File: config.mk
export PLATFORM = sky130hd
export DESIGN_NAME = exanet_outport_arbiter
export DESIGN_NICKNAME = d
export VERILOG_FILES = /design/src/rtl/exanet_outport_arbiter.sv
export SDC_FILE = /design/constraint.sdc
export NUM_CORES = 1
export LEC_CHECK = 0
export ABC_AREA = 0
export CAP_MARGIN = 20
export CORE_AREA = 2 2 303 305
export DETAILED_ROUTE_END_ITERATION = 10
export DIE_AREA = 0 0 305 307
export PLACE_DENSITY = 0.36
export SLEW_MARGIN = 20
export SYNTH_ARGS = -nofsm -noshare
export SYNTH_HDL_FRONTEND = slang
export SYNTH_SLANG_ARGS = --single-unit
File: constraint.sdc
create_clock -name ACLK -period 5.1 [get_ports ACLK]
set_input_delay 0.51 -clock ACLK [delete_from_list [all_inputs] [get_ports ACLK]]
set_output_delay 0.51 -clock ACLK [all_outputs]
set_load 0.01 [all_outputs]
File: src/rtl/exanet_outport_arbiter.sv
// exanet_outport_arbiter
// Shares one crossbar output among N_IN AXI-Stream requesters. A winner is
// picked in IDLE (high-priority class first, round-robin within the class
// from one shared last_grant pointer). The winner owns the output until its
// TLAST beat completes.
//
// Handshake: a beat transfers on a cycle where m_tvalid and m_tready are
// both high. While BUSY, m_tvalid is the owner's s_tvalid and
// s_tready[owner] is m_tready, so the owner's handshake and the output
// handshake are the same event. In IDLE, and while ARESET is high, no
// s_tready and no m_tvalid are asserted.
//
// Optional build macro EXANET_OUTPORT_ARB_STATS_EN: when defined, 32-bit
// header/payload/footer beat counters are built and reported on stats.
// When undefined, stats is tied to zero and stats_clr is ignored.
// fsm_state exposes the raw state register (0 = IDLE, 1 = BUSY).
module exanet_outport_arbiter #(
  parameter int N_IN = 4,
  parameter int DW   = 128
) (
  input  logic              ACLK,
  input  logic              ARESET,
  input  logic [N_IN-1:0]   s_tvalid,
  output logic [N_IN-1:0]   s_tready,
  input  logic [N_IN*DW-1:0] s_tdata,
  input  logic [N_IN*5-1:0] s_tdest,
  input  logic [N_IN-1:0]   s_tlast,
  input  logic [N_IN-1:0]   s_prio,
  output logic              m_tvalid,
  output logic [DW-1:0]     m_tdata,
  output logic [4:0]        m_tdest,
  output logic              m_tlast,
  output logic              m_prio,
  input  logic              m_tready,
  output logic [2:0]        grant_id,
  output logic              busy,
  input  logic              stats_clr,
  output logic [95:0]       stats,
  output logic [0:0]        fsm_state
);

  localparam logic [0:0] ST_IDLE = 1'b0;
  localparam logic [0:0] ST_BUSY = 1'b1;

  logic [0:0]          state;
  logic [2:0]          owner;
  logic [2:0]          last_grant;

  logic [N_IN-1:0]     prio_req;
  logic [N_IN-1:0]     cand;
  logic [2*N_IN-1:0]   cand_dbl;
  logic [2*N_IN-1:0]   cand_rot;
  logic [3:0]          rot_amt;
  logic [3:0]          rr_off;
  logic [3:0]          rr_sum;
  logic [2:0]          winner;

  logic                active;
  logic                sel_valid;
  logic [DW-1:0]       sel_data;
  logic [4:0]          sel_dest;
  logic                sel_last;
  logic                sel_prio;
  logic                hs;

  // Outputs are live only while a packet owns the port and reset is low.
  assign active    = (state == ST_BUSY) && !ARESET;
  assign busy      = active;
  assign grant_id  = owner;
  assign fsm_state = state;

  // Winner selection: restrict to the high-priority class when it is
  // non-empty, then take the first candidate at or after last_grant+1.
  // The candidate vector is doubled and shifted so the search always runs
  // from bit 0 upward; the offset is added back modulo N_IN.
  always_comb begin
    prio_req = s_tvalid & s_prio;
    cand     = (|prio_req) ? prio_req : s_tvalid;
    cand_dbl = {cand, cand};
    rot_amt  = {1'b0, last_grant} + 4'd1;
    cand_rot = cand_dbl >> rot_amt;
    rr_off   = 4'd0;
    for (int i = N_IN - 1; i >= 0; i--) begin
      if (cand_rot[i]) rr_off = 4'(i);
    end
    rr_sum = rot_amt + rr_off;
    if (rr_sum >= 4'(N_IN)) rr_sum = rr_sum - 4'(N_IN);
    winner = rr_sum[2:0];
  end

  // Select the owner's stream; everything reads as zero when not active.
  always_comb begin
    sel_valid = 1'b0;
    sel_data  = '0;
    sel_dest  = '0;
    sel_last  = 1'b0;
    sel_prio  = 1'b0;
    s_tready  = '0;
    for (int i = 0; i < N_IN; i++) begin
      if (active && (owner == 3'(i))) begin
        sel_valid   = s_tvalid[i];
        sel_data    = s_tdata[i*DW +: DW];
        sel_dest    = s_tdest[i*5 +: 5];
        sel_last    = s_tlast[i];
        sel_prio    = s_prio[i];
        s_tready[i] = m_tready;
      end
    end
  end

  assign m_tvalid = sel_valid;
  assign m_tdata  = sel_data;
  assign m_tdest  = sel_dest;
  assign m_tlast  = sel_last;
  assign m_prio   = sel_prio;
  assign hs       = m_tvalid && m_tready;

  // Two-state ownership FSM; the grant is frozen until the TLAST beat.
  always_ff @(posedge ACLK) begin
    if (ARESET) begin
      state      <= ST_IDLE;
      owner      <= 3'd0;
      last_grant <= 3'(N_IN - 1);
    end else begin
      case (state)
        ST_IDLE: begin
          if (|s_tvalid) begin
            owner <= winner;
            state <= ST_BUSY;
          end
        end
        ST_BUSY: begin
          if (hs && m_tlast) begin
            state      <= ST_IDLE;
            last_grant <= owner;
          end
        end
        default: state <= ST_IDLE;
      endcase
    end
  end

`ifdef EXANET_OUTPORT_ARB_STATS_EN
  typedef struct packed {
    logic [31:0] hdr;
    logic [31:0] pld;
    logic [31:0] ftr;
  } counter_t;

  logic        hdr_seen;
  logic [31:0] hdr_cnt;
  logic [31:0] pld_cnt;
  logic [31:0] ftr_cnt;
  logic        hdr_beat;
  logic        pld_beat;
  logic        ftr_beat;
  counter_t    cnt_view;

  // First handshaked beat is the header, the TLAST beat is the footer,
  // anything between is payload; a one-beat packet is header and footer.
  assign hdr_beat = hs && !hdr_seen;
  assign ftr_beat = hs && m_tlast;
  assign pld_beat = hs && hdr_seen && !m_tlast;

  // Tracks whether the current packet's header beat has gone by.
  always_ff @(posedge ACLK) begin
    if (ARESET) begin
      hdr_seen <= 1'b0;
    end else if (hs) begin
      hdr_seen <= !m_tlast;
    end
  end

  // Header beat counter; clear wins over a coincident increment.
  always_ff @(posedge ACLK) begin
    if (ARESET || stats_clr) hdr_cnt <= 32'd0;
    else if (hdr_beat)       hdr_cnt <= hdr_cnt + 32'd1;
  end

  // Payload beat counter; clear wins over a coincident increment.
  always_ff @(posedge ACLK) begin
    if (ARESET || stats_clr) pld_cnt <= 32'd0;
    else if (pld_beat)       pld_cnt <= pld_cnt + 32'd1;
  end

  // Footer beat counter; clear wins over a coincident increment.
  always_ff @(posedge ACLK) begin
    if (ARESET || stats_clr) ftr_cnt <= 32'd0;
    else if (ftr_beat)       ftr_cnt <= ftr_cnt + 32'd1;
  end

  assign cnt_view.hdr = hdr_cnt;
  assign cnt_view.pld = pld_cnt;
  assign cnt_view.ftr = ftr_cnt;
  assign stats        = cnt_view;
`else
  logic stats_clr_unused;
  assign stats_clr_unused = stats_clr;
  assign stats            = 96'h0;
`endif

endmodule

==> report_table.html <==
<table>
<tr><th>Metric</th><th>Value</th></tr>
<tr><th colspan="2">Floorplanning</th></tr>
<tr><td>Initial core utilization</td><td>between 6 and 7%</td></tr>
<tr><td>Number of placed I/O pins</td><td>approximately 790</td></tr>
<tr><td>Total number of placement rows</td><td>111</td></tr>
<tr><td>Standard cell core area</td><td>90700 µm²</td></tr>
<tr><td>X dimension of the die</td><td>305 µm</td></tr>
<tr><td>Die height</td><td>307 µm</td></tr>
<tr><td>Die ar.</td><td>93600 µm²</td></tr>
<tr><th colspan="2">Global route</th></tr>
<tr><td>Vias in the first global route</td><td>around 7500</td></tr>
<tr><td>First-pass GRT wire length</td><td>55.8 mm</td></tr>
<tr><td>Leftover overflow at the end of global routing</td><td>0</td></tr>
<tr><td>Pin count of the biggest net entering global routing</td><td>85</td></tr>
<tr><td>Initial antenna violation count</td><td>23</td></tr>
<tr><td>Gr usage total</td><td>8.17%</td></tr>
<tr><th colspan="2">Timing</th></tr>
<tr><td>Unrepaired setup endpoints after global routing</td><td>false</td></tr>
<tr><td>Final Worst Setup Slack</td><td>about 1700 ps</td></tr>
<tr><td>Max Transition Viols Final</td><td>0</td></tr>
<tr><td>Final critical-path required period</td><td>3420 ps</td></tr>
<tr><td>Clock Skew</td><td>1.94 ps</td></tr>
<tr><td>Period utilisation layout</td><td>67.1%</td></tr>
<tr><td>Transition time at the pin with the least slew margin</td><td>about 910 ps</td></tr>
<tr><td>Final setup violation count</td><td>0</td></tr>
<tr><td>Final TNS setup</td><td>0 ps</td></tr>
<tr><td>Max-slew headroom at the worst pin</td><td>39.3%</td></tr>
<tr><td>Max Freq</td><td>292 MHz</td></tr>
<tr><td>Hold Violations, Final</td><td>0</td></tr>
<tr><td>Worst hold margin</td><td>about 560 ps</td></tr>
<tr><th colspan="2">Pwr</th></tr>
<tr><td>Reported leakage power</td><td>4.47 nW</td></tr>
<tr><td>Power per standard cell area</td><td>109 nW/µm²</td></tr>
<tr><td>Worst ir drop on vdd</td><td>0.0737 mV</td></tr>
<tr><th colspan="2">Critical path</th></tr>
<tr><td>List of cells traversed by the critical path</td><td>clkdlybuf4s50_1 &gt; nor3_2 &gt; buf_4 &gt; nand2_1 &gt; nor3_1 &gt; clkdlybuf4s50_1</td></tr>
<tr><td>Worst path top cell family by delay</td><td>buffers and inverters</td></tr>
<tr><td>Crit path capture type</td><td>output pin</td></tr>
<tr><td>Library cell contributing the largest single delay on the critical path</td><td>buf_4</td></tr>
<tr><td>Largest driver fanout on the critical path</td><td>85</td></tr>
<tr><td>WP buf/inv</td><td>3</td></tr>
<tr><td>Worst setup startpoint</td><td>ARESET</td></tr>
<tr><td>Stage delay of the slowest cell on the critical path</td><td>slightly above 600 ps</td></tr>
<tr><td>Worst Setup Path Type</td><td>in2out</td></tr>
<tr><td>Crit path arrival time</td><td>2910 ps</td></tr>
<tr><td>Beginning of the worst register-to-register path</td><td>last_grant[0]</td></tr>
<tr><td>Startpoint types</td><td>primary input</td></tr>
<tr><td>CP dominant cell by count</td><td>clkdlybuf4s50_1</td></tr>
<tr><td>Req. time, crit path</td><td>between 4000 and 5000 ps</td></tr>
<tr><th colspan="2">Synth</th></tr>
<tr><td>Post-synth EDFFs</td><td>0</td></tr>
<tr><td>Register bit total from synthesis</td><td>7</td></tr>
<tr><td>Most used flip-flop cell after synthesis</td><td>dfxtp_1</td></tr>
<tr><td>Fraction of registers with async set/reset</td><td>0%</td></tr>
<tr><td>Biggest area contributors in the synthesized netlist</td><td>mux4_2, and2_1, buf_4</td></tr>
<tr><td>Post-Synthesis Cell Area</td><td>between 5000 and 6000 µm²</td></tr>
<tr><td>Number of distinct library cells after synthesis</td><td>40</td></tr>
<tr><td>Share of the synthesized area in the top cell type</td><td>55.2%</td></tr>
<tr><td>Warnings from Yosys</td><td>0</td></tr>
<tr><td>Synth cell count leaders</td><td>and2_1, mux4_2, buf_4</td></tr>
<tr><td>Number of cells produced by synthesis</td><td>506</td></tr>
<tr><td>Syn avg cell area</td><td>10.9 µm²</td></tr>
<tr><td>Cell with the most instances after synthesis</td><td>and2_1</td></tr>
<tr><td>Biggest area consumer among synthesized cells</td><td>mux4_2</td></tr>
<tr><td>Sequential fraction of the synthesis area</td><td>about 2.5%</td></tr>
<tr><th colspan="2">Placement</th></tr>
<tr><td>Worst-case setup slack after placement</td><td>1540 ps</td></tr>
<tr><td>Final HPWL DP</td><td>36.5 mm</td></tr>
<tr><td>Final GP Congestion</td><td>between 0.8 and 0.9</td></tr>
<tr><td>Placed cell area</td><td>13500 µm²</td></tr>
<tr><td>Count of buffers from port buffering</td><td>between 600 and 700</td></tr>
<tr><th colspan="2">Clock tree</th></tr>
<tr><td>CTS sink cnt</td><td>7</td></tr>
<tr><td>Post-CTS sizing</td><td>0</td></tr>
<tr><td>Cts hold-fix bufs</td><td>0</td></tr>
<tr><td>TritonCTS buffer count</td><td>3</td></tr>
<tr><td>Number of setup buffers added after CTS</td><td>0</td></tr>
<tr><td>Number of buffers between clock root and the deepest sink</td><td>2</td></tr>
<tr><td>Number of levels in the clock H-tree</td><td>1</td></tr>
<tr><td>Root Buffer</td><td>clkbuf_16</td></tr>
<tr><td>Clock Latency Late Sink</td><td>230 ps</td></tr>
<tr><td>Clock input transition at the sequential cells of the worst setup and hold paths</td><td>40 ps</td></tr>
<tr><td>CTS tree</td><td>built</td></tr>
<tr><th colspan="2">Layout</th></tr>
<tr><td>Synth-to-Final Area Change</td><td>146%</td></tr>
<tr><td>Final std cell area, no fill</td><td>between 10000 and 15000 µm²</td></tr>
<tr><td>Number of nets in the layout</td><td>between 1500 and 2000</td></tr>
<tr><td>Number of fill cells in the layout</td><td>10173</td></tr>
<tr><td>Final standard cell utilization of the core</td><td>between 10% and 20%</td></tr>
<tr><td>Fraction of layout instances using a drive strength above 1</td><td>13.2%</td></tr>
<tr><th colspan="2">Worst hold path</th></tr>
<tr><td>Start point of the worst min-delay path</td><td>fsm_state</td></tr>
<tr><td>Kind of path behind the tightest hold check</td><td>reg2reg</td></tr>
<tr><th colspan="2">Detailed routing</th></tr>
<tr><td>Count of nets left with antenna violations after detail routing</td><td>0</td></tr>
<tr><td>Routed wirelength normalized by instance count</td><td>17.5 µm</td></tr>
<tr><td>Drt first-iter violations</td><td>approximately 320</td></tr>
<tr><td>Total via count after detailed routing</td><td>7059</td></tr>
<tr><td>Number of detailed-route iterations in the first pass</td><td>4</td></tr>
<tr><td>Final WL</td><td>41.2 mm</td></tr>
<tr><td>Vias/cell</td><td>~3.0</td></tr>
<tr><td>Residual DRC count</td><td>0</td></tr>
<tr><th colspan="2">Job</th></tr>
<tr><td>Number of max-cap violations</td><td>0</td></tr>
<tr><th colspan="2">Status</th></tr>
<tr><td>Result of the run</td><td>completed</td></tr>
</table>
-- kinds of logic after synthesis --
kind of cell	after synthesis	synth area share, %
adder cells (fa/ha/maj)	3	0.817
AND/OR/NAND/NOR	164	17.9
flip-flops	7	2.54
AO/OA/AOI/OAI	36	4.86
other	1	0.0680
buffers and inverters	157	17.8
multiplexers	138	56.0
-- path summary, 6_finish.rpt --
check	end	slack (ps)	cells after the start
worst max-delay path	s_tready[3]	1680	6
worst min-delay path	fsm_state	560	2
worst max register to register	grant_id[2]	2300	9
worst min register to register	fsm_state	560	2
-- layout by cell type (no fill, tap or decap), drive strengths merged, types with 4 or more instances in the layout --
cell type and n:
a21oi 4, o21ai 6, a222oi 4, diode 8, mux4 136, dfxtp 7
clkdlybuf4s50 691, inv 6, buf 11, conb 96, nor3 7, clkbuf 4
and2 138, a211o 4, nor2 10
-- tightest hold or removal path: stages (launching register included) --
cell      delay (ps)
dfxtp_1          320
inv_1            100
a21boi_0          90
-- state kept, by name, summed over array words and instances (netlist names) --
| name | flops |
|---|---|
| last_grant | 3 |
| grant_id | 3 |
| fsm_state | 1 |
-- cell type report --
type | instances | area [µm²] | share of cell area, %
Tap cell | 1186 | 1480 | 10.9
Sequential cell | 7 | 148 | 1.09
Inverter | 6 | 22.5 | 0.166
Antenna cell | 8 | 20.0 | 0.148
Clock buffer | 4 | 78.8 | 0.581
Multi-Input combinational cell | 437 | 4750 | 35.0
Timing Repair Buffer | 702 | 7060 | 52.0
-- metrics by stage --
step	instances	power (mW)
finish	2350	1.48
CTS	2342	1.51
global placement	2338	1.36
floorplan	601	0.670
detailed placement	2338	1.37
global route	2348	1.58
-- routing by layer --
metal / share of wire [%] / global-route usage, % / vias to the layer above
met5: 0.20 / 0 / -
met1: 38 / 9.73 / 3406
met2: 48 / 13.5 / 519
met3: 11 / 2.92 / 43
met4: 2.9 / 2.82 / 12
li1: - / - / 3079
-- power by group --
group / internal (mW) / switching [mW] / total, mW / leakage (nW)
registers: 0.0584 / 0.0122 / 0.0706 / 0.0586
clock network: 0.104 / 0.0313 / 0.135 / 0.0382
logic: 0.824 / 0.455 / 1.28 / 4.38
total: 0.986 / 0.499 / 1.48 / 4.47
(Power assumes the default switching activity.)
